===== config.mk =====
export PLATFORM = sky130hd
export DESIGN_NAME = den_gen_seq
export DESIGN_NICKNAME = d
export VERILOG_FILES = /design/src/rtl/den_pkg.sv /design/src/rtl/den_gen_seq_sat_acc32.sv /design/src/rtl/den_gen_seq.sv
export SDC_FILE = /design/constraint.sdc
export NUM_CORES = 1
export LEC_CHECK = 0
export ABC_AREA = 1
export CAP_MARGIN = 15
export CORE_MARGIN = 2
export CORE_UTILIZATION = 46
export DETAILED_ROUTE_END_ITERATION = 10
export GPL_ROUTABILITY_DRIVEN = 0
export PLACE_DENSITY = 0.72
export RECOVER_POWER = 100
export SLEW_MARGIN = 20
export SYNTH_ARGS = -nofsm -noshare
export SYNTH_HDL_FRONTEND = slang
export SYNTH_HIERARCHICAL = 1
export SYNTH_SLANG_ARGS = --single-unit

===== constraint.sdc =====
create_clock -name clk -period 11.4 [get_ports clk]
set_clock_uncertainty 0.2 [all_clocks]
set_input_delay 2.28 -clock clk [delete_from_list [all_inputs] [get_ports clk]]
set_output_delay 2.28 -clock clk [all_outputs]
set_load 0.005 [all_outputs]

===== src/rtl/den_pkg.sv =====
// Shared types and constants for the pack denominator generator.
package den_pkg;

    localparam int          SOC_W      = 32;
    localparam logic [31:0] DEN_SAT    = 32'hFFFF_FFFF;
    localparam logic [31:0] ZERO_RECIP = 32'hFFFF_FFFF;

    typedef enum logic [2:0] {
        st_idle,
        st_sum,
        st_issue,
        st_wait,
        st_done
    } state_t;

endpackage


===== src/rtl/den_gen_seq_sat_acc32.sv =====
// Saturating 32-bit accumulator with synchronous clear, add enable and a sticky overflow flag.
module sat_acc32
    import den_pkg::*;
(
    input  logic             clk,
    input  logic             rst,
    input  logic             clr,
    input  logic             add_en,
    input  logic [SOC_W-1:0] addend,
    output logic [SOC_W-1:0] acc,
    output logic             ovf
);

    logic [SOC_W:0] sum;

    assign sum = {1'b0, acc} + {1'b0, addend};

    // NOTE: non-blocking assignments here so every register samples pre-edge values.
    always_ff @(posedge clk) begin
        if (rst || clr) begin
            acc <= '0;
            ovf <= 1'b0;
        end else if (add_en) begin
            if (sum[SOC_W]) begin
                acc <= DEN_SAT;
                ovf <= 1'b1;
            end else begin
                acc <= sum[SOC_W-1:0];
            end
        end
    end

endmodule


===== src/rtl/den_gen_seq.sv =====
// Sequential pack denominator generator sharing one reciprocal unit across N cells.
// Optional reciprocal timeout enabled by defining DEN_GEN_SEQ_TIMEOUT_EN.
module den_gen_seq
    import den_pkg::*;
#(
    parameter int N       = 3,
    parameter int IDX_W   = (N > 1) ? $clog2(N) : 1,
    parameter int TIMEOUT = 64
) (
    input  logic             clk,
    input  logic             rst,
    input  logic             start,
    input  logic             mode,
    input  logic [N*32-1:0]  soc_flat,
    output logic             recip_req,
    output logic [31:0]      recip_operand,
    input  logic             recip_valid,
    input  logic [31:0]      recip_result,
    output logic [31:0]      den,
    output logic             done,
    output logic             busy,
    output logic             err_zero,
    output logic             err_ovf,
    output logic             err_timeout
);

    state_t           state, state_nx;
    logic [IDX_W-1:0] idx;
    logic [SOC_W-1:0] soc_q [N];
    logic [SOC_W-1:0] cur_soc;
    logic [SOC_W-1:0] den_q;
    logic [SOC_W-1:0] den_val;
    logic             last;
    logic             accept;
    logic             err_zero_q;

    logic             acc_clr;
    logic             acc_add;
    logic [SOC_W-1:0] acc_addend;
    logic [SOC_W-1:0] acc;
    logic             acc_ovf;
    logic             idx_inc;
    logic             zero_hit;
    logic             to_hit;

    assign cur_soc = soc_q[idx];
    assign last    = (idx == IDX_W'(N - 1));
    assign accept  = (state == st_idle) && start;

    sat_acc32 u_acc (
        .clk    (clk),
        .rst    (rst),
        .clr    (acc_clr),
        .add_en (acc_add),
        .addend (acc_addend),
        .acc    (acc),
        .ovf    (acc_ovf)
    );

`ifdef DEN_GEN_SEQ_TIMEOUT_EN
    localparam int TO_W = $clog2(TIMEOUT + 1);

    logic [TO_W-1:0] to_cnt;
    logic            err_to_q;

    assign to_hit = (state == st_wait) && !recip_valid && (to_cnt == TO_W'(TIMEOUT - 1));

    // Counter is zero whenever outside WAIT, so each WAIT entry starts a fresh window.
    always_ff @(posedge clk) begin
        if (rst) begin
            to_cnt   <= '0;
            err_to_q <= 1'b0;
        end else begin
            if (state != st_wait) to_cnt <= '0;
            else                  to_cnt <= to_cnt + 1'b1;
            if (accept)      err_to_q <= 1'b0;
            else if (to_hit) err_to_q <= 1'b1;
        end
    end

    assign err_timeout = err_to_q;
`else
    logic unused_timeout;

    assign unused_timeout = (TIMEOUT > 0);
    assign to_hit         = 1'b0;
    assign err_timeout    = 1'b0;
`endif

    // A timed-out run reports a saturated denominator rather than a partial sum.
    assign den_val = err_timeout ? DEN_SAT : acc;

    // NOTE: every signal driven here gets a default first, so no path infers a latch.
    always_comb begin
        state_nx   = state;
        acc_clr    = 1'b0;
        acc_add    = 1'b0;
        acc_addend = cur_soc;
        idx_inc    = 1'b0;
        zero_hit   = 1'b0;
        recip_req  = 1'b0;
        case (state)
            st_idle: begin
                if (start) begin
                    acc_clr  = 1'b1;
                    state_nx = mode ? st_issue : st_sum;
                end
            end
            st_sum: begin
                acc_add = 1'b1;
                if (last) state_nx = st_done;
                else      idx_inc  = 1'b1;
            end
            st_issue: begin
                if (cur_soc != '0) begin
                    recip_req = 1'b1;
                    state_nx  = st_wait;
                end else begin
                    zero_hit   = 1'b1;
                    acc_add    = 1'b1;
                    acc_addend = ZERO_RECIP;
                    if (last) state_nx = st_done;
                    else      idx_inc  = 1'b1;
                end
            end
            st_wait: begin
                if (recip_valid) begin
                    acc_add    = 1'b1;
                    acc_addend = recip_result;
                    if (last) begin
                        state_nx = st_done;
                    end else begin
                        idx_inc  = 1'b1;
                        state_nx = st_issue;
                    end
                end else if (to_hit) begin
                    state_nx = st_done;
                end
            end
            st_done:  state_nx = st_idle;
            default:  state_nx = st_idle;
        endcase
    end

    // NOTE: the SOC snapshot is reset too, so a post-reset run never sees stale operands.
    always_ff @(posedge clk) begin
        if (rst) begin
            state      <= st_idle;
            idx        <= '0;
            err_zero_q <= 1'b0;
            den_q      <= '0;
            for (int i = 0; i < N; i++) soc_q[i] <= '0;
        end else begin
            state <= state_nx;
            if (accept) begin
                idx        <= '0;
                err_zero_q <= 1'b0;
                for (int i = 0; i < N; i++) soc_q[i] <= soc_flat[SOC_W*i +: SOC_W];
            end else begin
                if (idx_inc)  idx        <= idx + 1'b1;
                if (zero_hit) err_zero_q <= 1'b1;
            end
            if (state == st_done) den_q <= den_val;
        end
    end

    assign recip_operand = ((state == st_issue) || (state == st_wait)) ? cur_soc : '0;
    assign den           = (state == st_done) ? den_val : den_q;
    assign done          = (state == st_done);
    assign busy          = (state != st_idle);
    assign err_zero      = err_zero_q;
    assign err_ovf       = acc_ovf;

endmodule

Yosys cells after proc, flatten, opt, wreduce, memory -nomap -nowiden
Memory sizes are Yosys's and may differ from the RTL's. A register that Yosys moved wholly into a read port is not among the register bits.
Cells that the tools add are included.

word-level totals
  bits in read-only memories = 0
  memories kept = 1
  flip-flop bits (word level) = 71
  output and inout port bits = 70
  RAM bits = 96
  latch bits = 0
  bits of input ports = 133
  word-level logic and storage cells = 63

memory list
  name   depth  bits a word  rd ports  clocked after Yosys merged registers in  write ports  RTL line           RTL
  soc_q  3      32           1         1                                        3            den_gen_seq.sv:29  logic [SOC_W-1:0] soc_q [N];

cells by class
  multiply operators = 0
  reductions and logical operators = 9
  multiplexer cells = 35
  $lt $le $gt $ge = 0
  shifts and indexed selects = 0
  divide/modulo/power cells = 0
  eq/ne operators = 7
  add/sub/neg operators = 2
  bitwise logic cells = 3

operators by type and width
  operator                                             count
  two-way mux 32 bit                                   8
  case mux 32 bit (2 select lines)                     1
  adder 32 x 32 -> 33 bit                              1
  nonzero test 32 bit                                  1
  two-way mux 1 bit                                    15
  two-way mux 3 bit                                    5
  case mux 3 bit (4 select lines)                      1
  equality test 3 x 2 -> 1 bit, second input constant  2
  two-way mux 2 bit                                    3
  case mux 1 bit (3 select lines)                      2
  != test 2 bit, second input constant                 2
  AND reduction 2 bit                                  2
  equality test 3 x 1 -> 1 bit, second input constant  1
  equality test 3 bit, second input constant           1
  zero test 3 bit                                      1
  bitwise OR 1 bit                                     3
  nonzero test 3 bit                                   1
  adder 2 x 1 -> 2 bit, second input constant          1
  equality test 2 bit, second input constant           1
  logical OR 1 bit                                     2
  OR reduction 2 bit                                   1
  logical AND 1 bit                                    1

Logic depth before layout (Yosys ltp)
Gate-level depths: netlist of run 1.

  word-level depth = 6
  mapped depth = 27
  gate-level depth less buffers = 24

Hierarchy
Netlist of run 1, hierarchy kept.

modules (own cells, without submodules)
  module       area each (um2)  times used  cells an instance  sequential area each (um2)
  den_gen_seq  6777.8           1           842                3683.5
  sat_acc32    3667.3           1           649                660.6

Least setup slack after synthesis of run 1
Ideal clock, no wire load.

  path type = in2reg
  start point = input start
  end point = memory soc_q[0][0], enable pin
  setup slack = 3.934 ns
  library setup time = 0.568 ns
  path buffers = 0
  arrival = 6.698 ns
  stages on the path = 2
  data required time = 10.632 ns
  cells stage by stage = inv_1 > o21ai_1

RTL lines
  item                RTL line           RTL
  start: declaration  den_gen_seq.sv:12  input logic start,
  end: declaration    den_gen_seq.sv:29

Worst setup path after layout of run 1
  start point = input recip_valid
  end point = register u_acc.acc[12]

on the way
  cells in the longest elaborated chain, start to end = 4
  elaborated cells on any way between the ends = 6
  classes of those cells = 1 x add/sub; 5 x mux

RTL lines
  item                              RTL line                     RTL
  start: declaration                den_gen_seq.sv:17            input logic recip_valid,
  two-way mux 32 bit                den_gen_seq.sv:127           if (recip_valid) begin
  case mux 32 bit (2 select lines)  den_gen_seq.sv:102           case (state)
  named net acc_addend[0]           den_gen_seq.sv:39            logic [SOC_W-1:0] acc_addend;
  adder 32 x 32 -> 33 bit           den_gen_seq_sat_acc32.sv:16  assign sum = {1'b0, acc} + {1'b0, addend};
  two-way mux 32 bit                den_gen_seq_sat_acc32.sv:24  if (sum[SOC_W]) begin
  end signal: assignment            den_gen_seq_sat_acc32.sv:28  acc <= sum[SOC_W-1:0];
  end: declaration                  den_gen_seq_sat_acc32.sv:10  output logic [SOC_W-1:0] acc,

The timed path passes the listed nets, and every way through them passes these cells.
A chain may end at the register's enable or synchronous reset.

==> reports/results.txt, run 1 <==
dpl hpwl: 20.7 mm
post-synth cell types: 38
Initial DRC Count: 725
arrival time at the worst endpoint: 7.86 ns
CP Data Required Time: 11.51 ns
CTS sink count: 169
RSZ-0062 raised after global routing: no
CTS tree: yes
status: complete, but fails checks
Util after Layout: 0.583
Clk Latency, worst-skew pair: 0.44 ns
clock root buffer: clkbuf_16
fin. max-slew vios: 216
Ys Warns: 6
GR Util met3: 0.0555
initial antenna violation count: 5
Post-synth top flop: edfxtp_1
mapped cell area: 10400 sq um
relative slew slack: -1.02
Crit Path Class: in2reg
CTS Buf Count: 17
FP Rows: 55
number of global-route vias before repair: 9154
VDD IR max: 0.101 mV
met1 GRT Util: 0.303
busiest grt layer: met2
Final nets: 1827
Hold Path Depth: 2
Hold Path End: err_zero
P_int: 1350 uW
max frequency: 129 MHz
Power Dens Cells: 168 nW/um^2
CP Capture Type: flip-flop
hold buffers post-CTS: 0
setup bufs post-CTS: 0
asr flop ratio synth: 0
cts repair resizes: 0
Hold Vio Cnt, Final: 0
GRT overflow: 0
Clock power frac: 0.257
number of port buffers: 201
GRT Total Usage: 0.236
CTS clock-pin slew for the worst setup and hold paths: 0.07 ns
largest net degree at the start of global routing: 97
multi-input logic area: 4780 sq um
core footprint: 22400 sq um
crit path from: recip_valid
sequential share of power: 0.358
fill count: 2109
final setup TNS: 0 ns
Tmin final: 7.75 ns
violated checks: max-capacitance violations, max-slew violations
Seq/Total Area, Yosys: 0.416
Reg area: 4340 sq um
worst flop-to-flop path endpoint: u_acc/acc[12]
Initial Utilization: 0.466
Residual DRC: 0
R2R Path Start: state[1]
number of H-tree levels: 4
post-DR vias/cell: 4.86
post-route antenna net violation count: 0
Synth area leaders: edfxtp_1 (28%), nand2_1 (14%), dfxtp_1 (14%)
TritonRoute pass-1 iters: 5
met2 GRT Util: 0.392
clk buf depth: 2
R2R cell count: 20
MaxCap Viol Count: 4
part of the power in combinational logic: 0.386
P_leak: 0.00687 uW
leading area contributor after synthesis: edfxtp_1
final WL: 27.4 mm
syn_nets: 1658
endpoints failing setup: 0
Wirelength per Cell: 14.0 um
crit start category: primary input
Switch Pwr: 850 uW
Die W: 155 um
layout cell share with drive strength beyond 1: 0.0688
Sw Share: 0.387
EDFF count, synth: 96
share of the synthesized area in the top cell type: 0.276
vias: 9535
Die Ht: 155 um
Hold Crit Class: reg2reg
fin crit share: 0.680
Hold Crit Start: err_zero
flop and latch count out of synthesis: 169
first-pass GRT wire length: 44.9 mm
Syn Area/Cell: 7.01 sq um
R2R setup slack: 4.26 ns
crit path max fanout: 65
Mapped Cells: 1491
Layout area overhead: 25.3%
die area: 23900 sq um
Top-Level Pins: 203
pin slew with the least headroom to its limit: 3.02 ns
==> Yosys cell counts, types with 3 or more instances <==
library cell and number:
nand3_2 3, nand3_1 62, or2_2 37, nand2_2 5, or2_1 8, inv_1 259, inv_2 4, buf_1 7
ha_1 33, nor2_1 241, xor2_1 14, dfxtp_1 73, o21ai_1 18, and2_1 3, clkbuf_1 30, or2_0 13
a21oi_1 28, o21ai_0 56, edfxtp_1 96, buf_2 13, o211ai_1 32, nor2_2 41, nand2_1 392
==> state kept, by name (all words and copies together) (netlist names), named ones only <==
signal / flops
den_q: 32
err_zero: 1
u_acc/acc: 32
u_acc/ovf: 1
soc_q: 96
idx: 2
state: 3
==> layout make-up <==
class / count / area share
antenna: 3 / 0.000574
clock buffer: 17 / 0.0325
clock inverter: 14 / 0.0109
inverter: 264 / 0.0757
multi-input combinational: 1002 / 0.365
sequential: 169 / 0.332
tap: 285 / 0.0272
timing repair buffer: 206 / 0.156
==> layer usage <==
| layer | up-vias | wire [um] | part of all wire |
|---|---|---|---|
| li1 | 4917 | - | - |
| met3 | 43 | 1990 | 0.073 |
| met2 | 325 | 12800 | 0.47 |
| met5 | - | 20 | 0.00073 |
| met4 | 4 | 591 | 0.022 |
| met1 | 4246 | 11900 | 0.44 |
==> power by group through the flow <==
stage                     registers, uW  clock network [uW]  logic [uW]
after floorplan                     791                   0         600
after global placement              796                   0         836
after detailed placement            798                   0         851
after CTS                           785                 575         856
after global routing                795                 600         944
final                               785                 564         847
==> how the worst max path moves through the flow <==
stage / to / slack [ns] / cells after the start
floorplan: soc_q[0][0] / 3.93 / 2
detailed placement: u_acc/acc[25] / 5.56 / 17
global route: u_acc/acc[12] / 3.08 / 16
global placement: u_acc/acc[20] / 5.65 / 17
CTS: recip_req / 5.71 / 13
finish: u_acc/acc[12] / 3.65 / 17
==> stage by stage <==
step	setup slack [ns]	cells	total power (uW)	instance area, sq um	hold slack (ns)
2_1_floorplan	3.93	1491	1390	10400	0.247
5_1_grt	3.08	1957	2340	13100	0.273
3_5_place_dp	5.56	1926	1650	12600	0.246
3_3_place_gp	5.65	1926	1630	12600	0.243
6_report	3.65	1960	2200	13100	0.254
4_1_cts	5.71	1957	2220	13200	0.257
==> layout by cell type (no fill, tap or decap), types with 14 or more instances in the layout <==
master,Yosys,final
nand3_1,62,65
o21ai_0,56,64
nand2_1,392,394
dfxtp_1,73,73
ha_1,33,33
clkbuf_16,0,17
inv_1,259,259
xor2_1,14,14
or2_2,37,37
dlygate4sd3_1,0,62
clkdlybuf4s50_1,0,139
a21oi_1,28,28
nor2_1,241,252
edfxtp_1,96,96
nor2_2,41,29
o211ai_1,32,32
==> worst max-delay path: stages <==
cell	delay, ns
dlygate4sd3_1	0.55
nand2_1	0.06
clkinv_1	0.05
clkbuf_1	1.67
o211ai_1	0.18
ha_1	0.33
fa_1	0.46
nand3_1	0.13
nand3_1	0.14
nand2_2	0.09
nand2_1	0.10
nand2_1	0.08
nand2_1	0.09
nand3_1	0.11
nand3_1	0.96
nor2_1	0.48
nor2_2	0.05
==> kinds of logic (layout without fill, tap and decap cells) <==
| logic type | Yosys count | count (layout) | synth area share |
|---|---|---|---|
| AO/OA/AOI/OAI | 136 | 136 | 0.0736 |
| XOR/XNOR | 15 | 15 | 0.0126 |
| adder cells (fa/ha/maj) | 34 | 34 | 0.0414 |
| buffers and inverters | 320 | 501 | 0.121 |
| flip-flops | 169 | 169 | 0.416 |
| other | 1 | 4 | 0.000359 |
| AND/OR/NAND/NOR | 816 | 816 | 0.335 |
Note: power is estimated with default switching activity, not from simulation.
==> run 2, diff against run 1 <==
==> constraint.sdc (replaced) <==
create_clock -name clk -period 7.44 [get_ports clk]
set_clock_uncertainty 0.2 [all_clocks]
set_input_delay 1.488 -clock clk [delete_from_list [all_inputs] [get_ports clk]]
set_output_delay 1.488 -clock clk [all_outputs]
set_load 0.005 [all_outputs]
==> run 2 against run 1 <==
The run still ends with max-capacitance violations, max-slew violations left; global-route usage grew 0.17 points; non-clock buffer count grew 2; cell count grew 0.10%; sequential share of layout area shrank 0.11 points; sequential power grew 53%; design area grew 0.34%; critical path depth shrank 9; clock power grew 59%; register-to-register slack lost 2.2 ns; worst hold slack gained 0.00084 ns; first-iteration DRC count shrank 5.4%; combinational power grew 52%.
==> reports/results.txt, run 2 (same netlist as run 1, synthesis figures left out) <==
number of global-route vias before repair: 8939 (was 9154)
MaxCap Viol Count: 1 (was 4)
Placed Area: 12600 sq um (about the same)
core footprint: 22400 sq um (unchanged)
commonest non-fill, non-tap cells in the layout: nand2_1 (393), nor2_1 (259), inv_1 (259) (was nand2_1 (394), inv_1 (259), nor2_1 (252))
post-route antenna net violation count: 0 (unchanged)
crit start category: flip-flop (was primary input)
Top reg by flops: soc_q (unchanged)
Hold Crit Class: reg2reg (unchanged)
Final nets: 1829 (was 1827)
Reg area: 4340 sq um (unchanged)
multi-input logic area: 4800 sq um (was 4780 sq um)
CTS clock-pin slew for the worst setup and hold paths: 0.08 ns (was 0.07 ns)
Residual DRC: 0 (unchanged)
Power Dens Cells: 258 nW/um^2 (was 168 nW/um^2)
Die Ht: 155 um (unchanged)
P_leak: 0.00690 uW (was 0.00687 uW)
fill count: 2052 (was 2109)
CTS Buf Count: 17 (unchanged)
largest net degree at the start of global routing: 97 (unchanged)
FP Rows: 55 (unchanged)
GRT Total Usage: 0.237 (was 0.236)
setup bufs post-CTS: 0 (unchanged)
final WL: 28.2 mm (was 27.4 mm)
RSZ-0062 raised after global routing: no (unchanged)
CP Data Required Time: 5.75 ns (was 11.51 ns)
largest registers: soc_q x96, den_q x32, u_acc/acc x32 (unchanged)
number of port buffers: 201 (unchanged)
Tmin final: 5.65 ns
setup slack after layout: 1.79 ns (was 3.65 ns)
die area: 23900 sq um (unchanged)
Die W: 155 um (unchanged)
Top-Level Pins: 203 (unchanged)
post-DR vias/cell: 4.89 (was 4.86)
Finished Layout Cells: 1962 (was 1960)
number of H-tree levels: 4 (unchanged)
cts repair resizes: 0 (unchanged)
layout cell share with drive strength beyond 1: 0.0675 (was 0.0688)
hold buffers post-CTS: 0 (unchanged)
fin crit share: 0.759
CP Capture Type: output port (was flip-flop)
max frequency: 177 MHz
initial antenna violation count: 4 (was 5)
pin slew with the least headroom to its limit: 1.81 ns (was 3.02 ns)
total power: 3390 uW (was 2200 uW)
TritonRoute pass-1 iters: 8 (was 5)
GRT overflow: 0 (unchanged)
clk buf depth: 2 (unchanged)
endpoints failing setup: 0 (unchanged)
commonest non-fill, non-tap cell in the layout: nand2_1 (unchanged)
final setup TNS: 0 ns (unchanged)
crit path max fanout: 33 (was 65)
status: complete, but fails checks (unchanged)
max reg flops: 96 (unchanged)
Initial Utilization: 0.466 (unchanged)
Hold Vio Cnt, Final: 0 (unchanged)
vias: 9590 (was 9535)
CTS sink count: 169 (unchanged)
VDD IR max: 0.168 mV (was 0.101 mV)
CTS tree: yes (unchanged)
Clk Latency, worst-skew pair: 0.44 ns (about the same)
fin area: 13100 sq um (about the same)
relative slew slack: -0.210 (was -1.02)
Wirelength per Cell: 14.4 um (was 14.0 um)
violated checks: max-capacitance violations, max-slew violations (unchanged)
Post-Place Worst Slack: 1.93 ns (was 5.56 ns)
first-pass GRT wire length: 44.7 mm (was 44.9 mm)
arrival time at the worst endpoint: 3.96 ns (was 7.86 ns)
# placed instances: 1928 (was 1926)
dpl hpwl: 21.2 mm (was 20.7 mm)
Initial DRC Count: 686 (was 725)
Layout area overhead: 25.7% (was 25.3%)
Crit Path Class: reg2out (was in2reg)
fin. max-slew vios: 37 (was 216)
clock root buffer: clkbuf_16 (unchanged)
[run 2: power breakdown]
part	switching, uW	total, uW	internal [uW]
sequential	58.8	1200	1140
clock	421	899	478
combinational	825	1290	463
total	1300	3390	2080
[run 2: path summary, 6_finish.rpt]
path / startpoint / end / slack [ns] / cells past startpoint
min: err_zero / err_zero / 0.26 / 2
min reg2reg: err_zero / err_zero / 0.26 / 2
max reg2reg: flip-flop / u_acc/acc[2] / 2.09 / 23
max: state[0] / den[1] / 1.79 / 8
[run 2: routing by layer]
layer  wire, um  part of all wire  GRT usage  up-vias
li1           -                 -          -     4909
met1      12600              0.45      0.311     4307
met3       1810             0.064     0.0541       46
met2      13200              0.47      0.396      324
met5         26           0.00092          0        -
met4        554             0.020     0.0670        4
[run 2: area by class of cell]
type                    count  share of cell area
well taps                 285              0.0272
flip-flops and latches    169               0.331
clock inverters            14              0.0120
diodes                      2            0.000381
multi-input cells        1002               0.365
repair buffers            208               0.156
inverters                 264              0.0755
clock buffers              18              0.0327
[run 2: stage by stage]
step | hold WS, ns | util
4_1_cts | 0.258 | 0.588
3_5_place_dp | 0.249 | 0.562
6_report | 0.255 | 0.585
5_1_grt | 0.279 | 0.585
2_1_floorplan | 0.247 | -
3_3_place_gp | 0.244 | 0.562
[run 2: critical path, cell delays in order, from the launching register on]
cell           delay, ns
dfxtp_1             0.38
nor2_1              0.09
nand2_1             0.06
clkbuf_1            0.93
inv_1               0.76
or2_2               0.49
o21ai_0             0.12
inv_1               0.07
dlygate4sd3_1       0.59
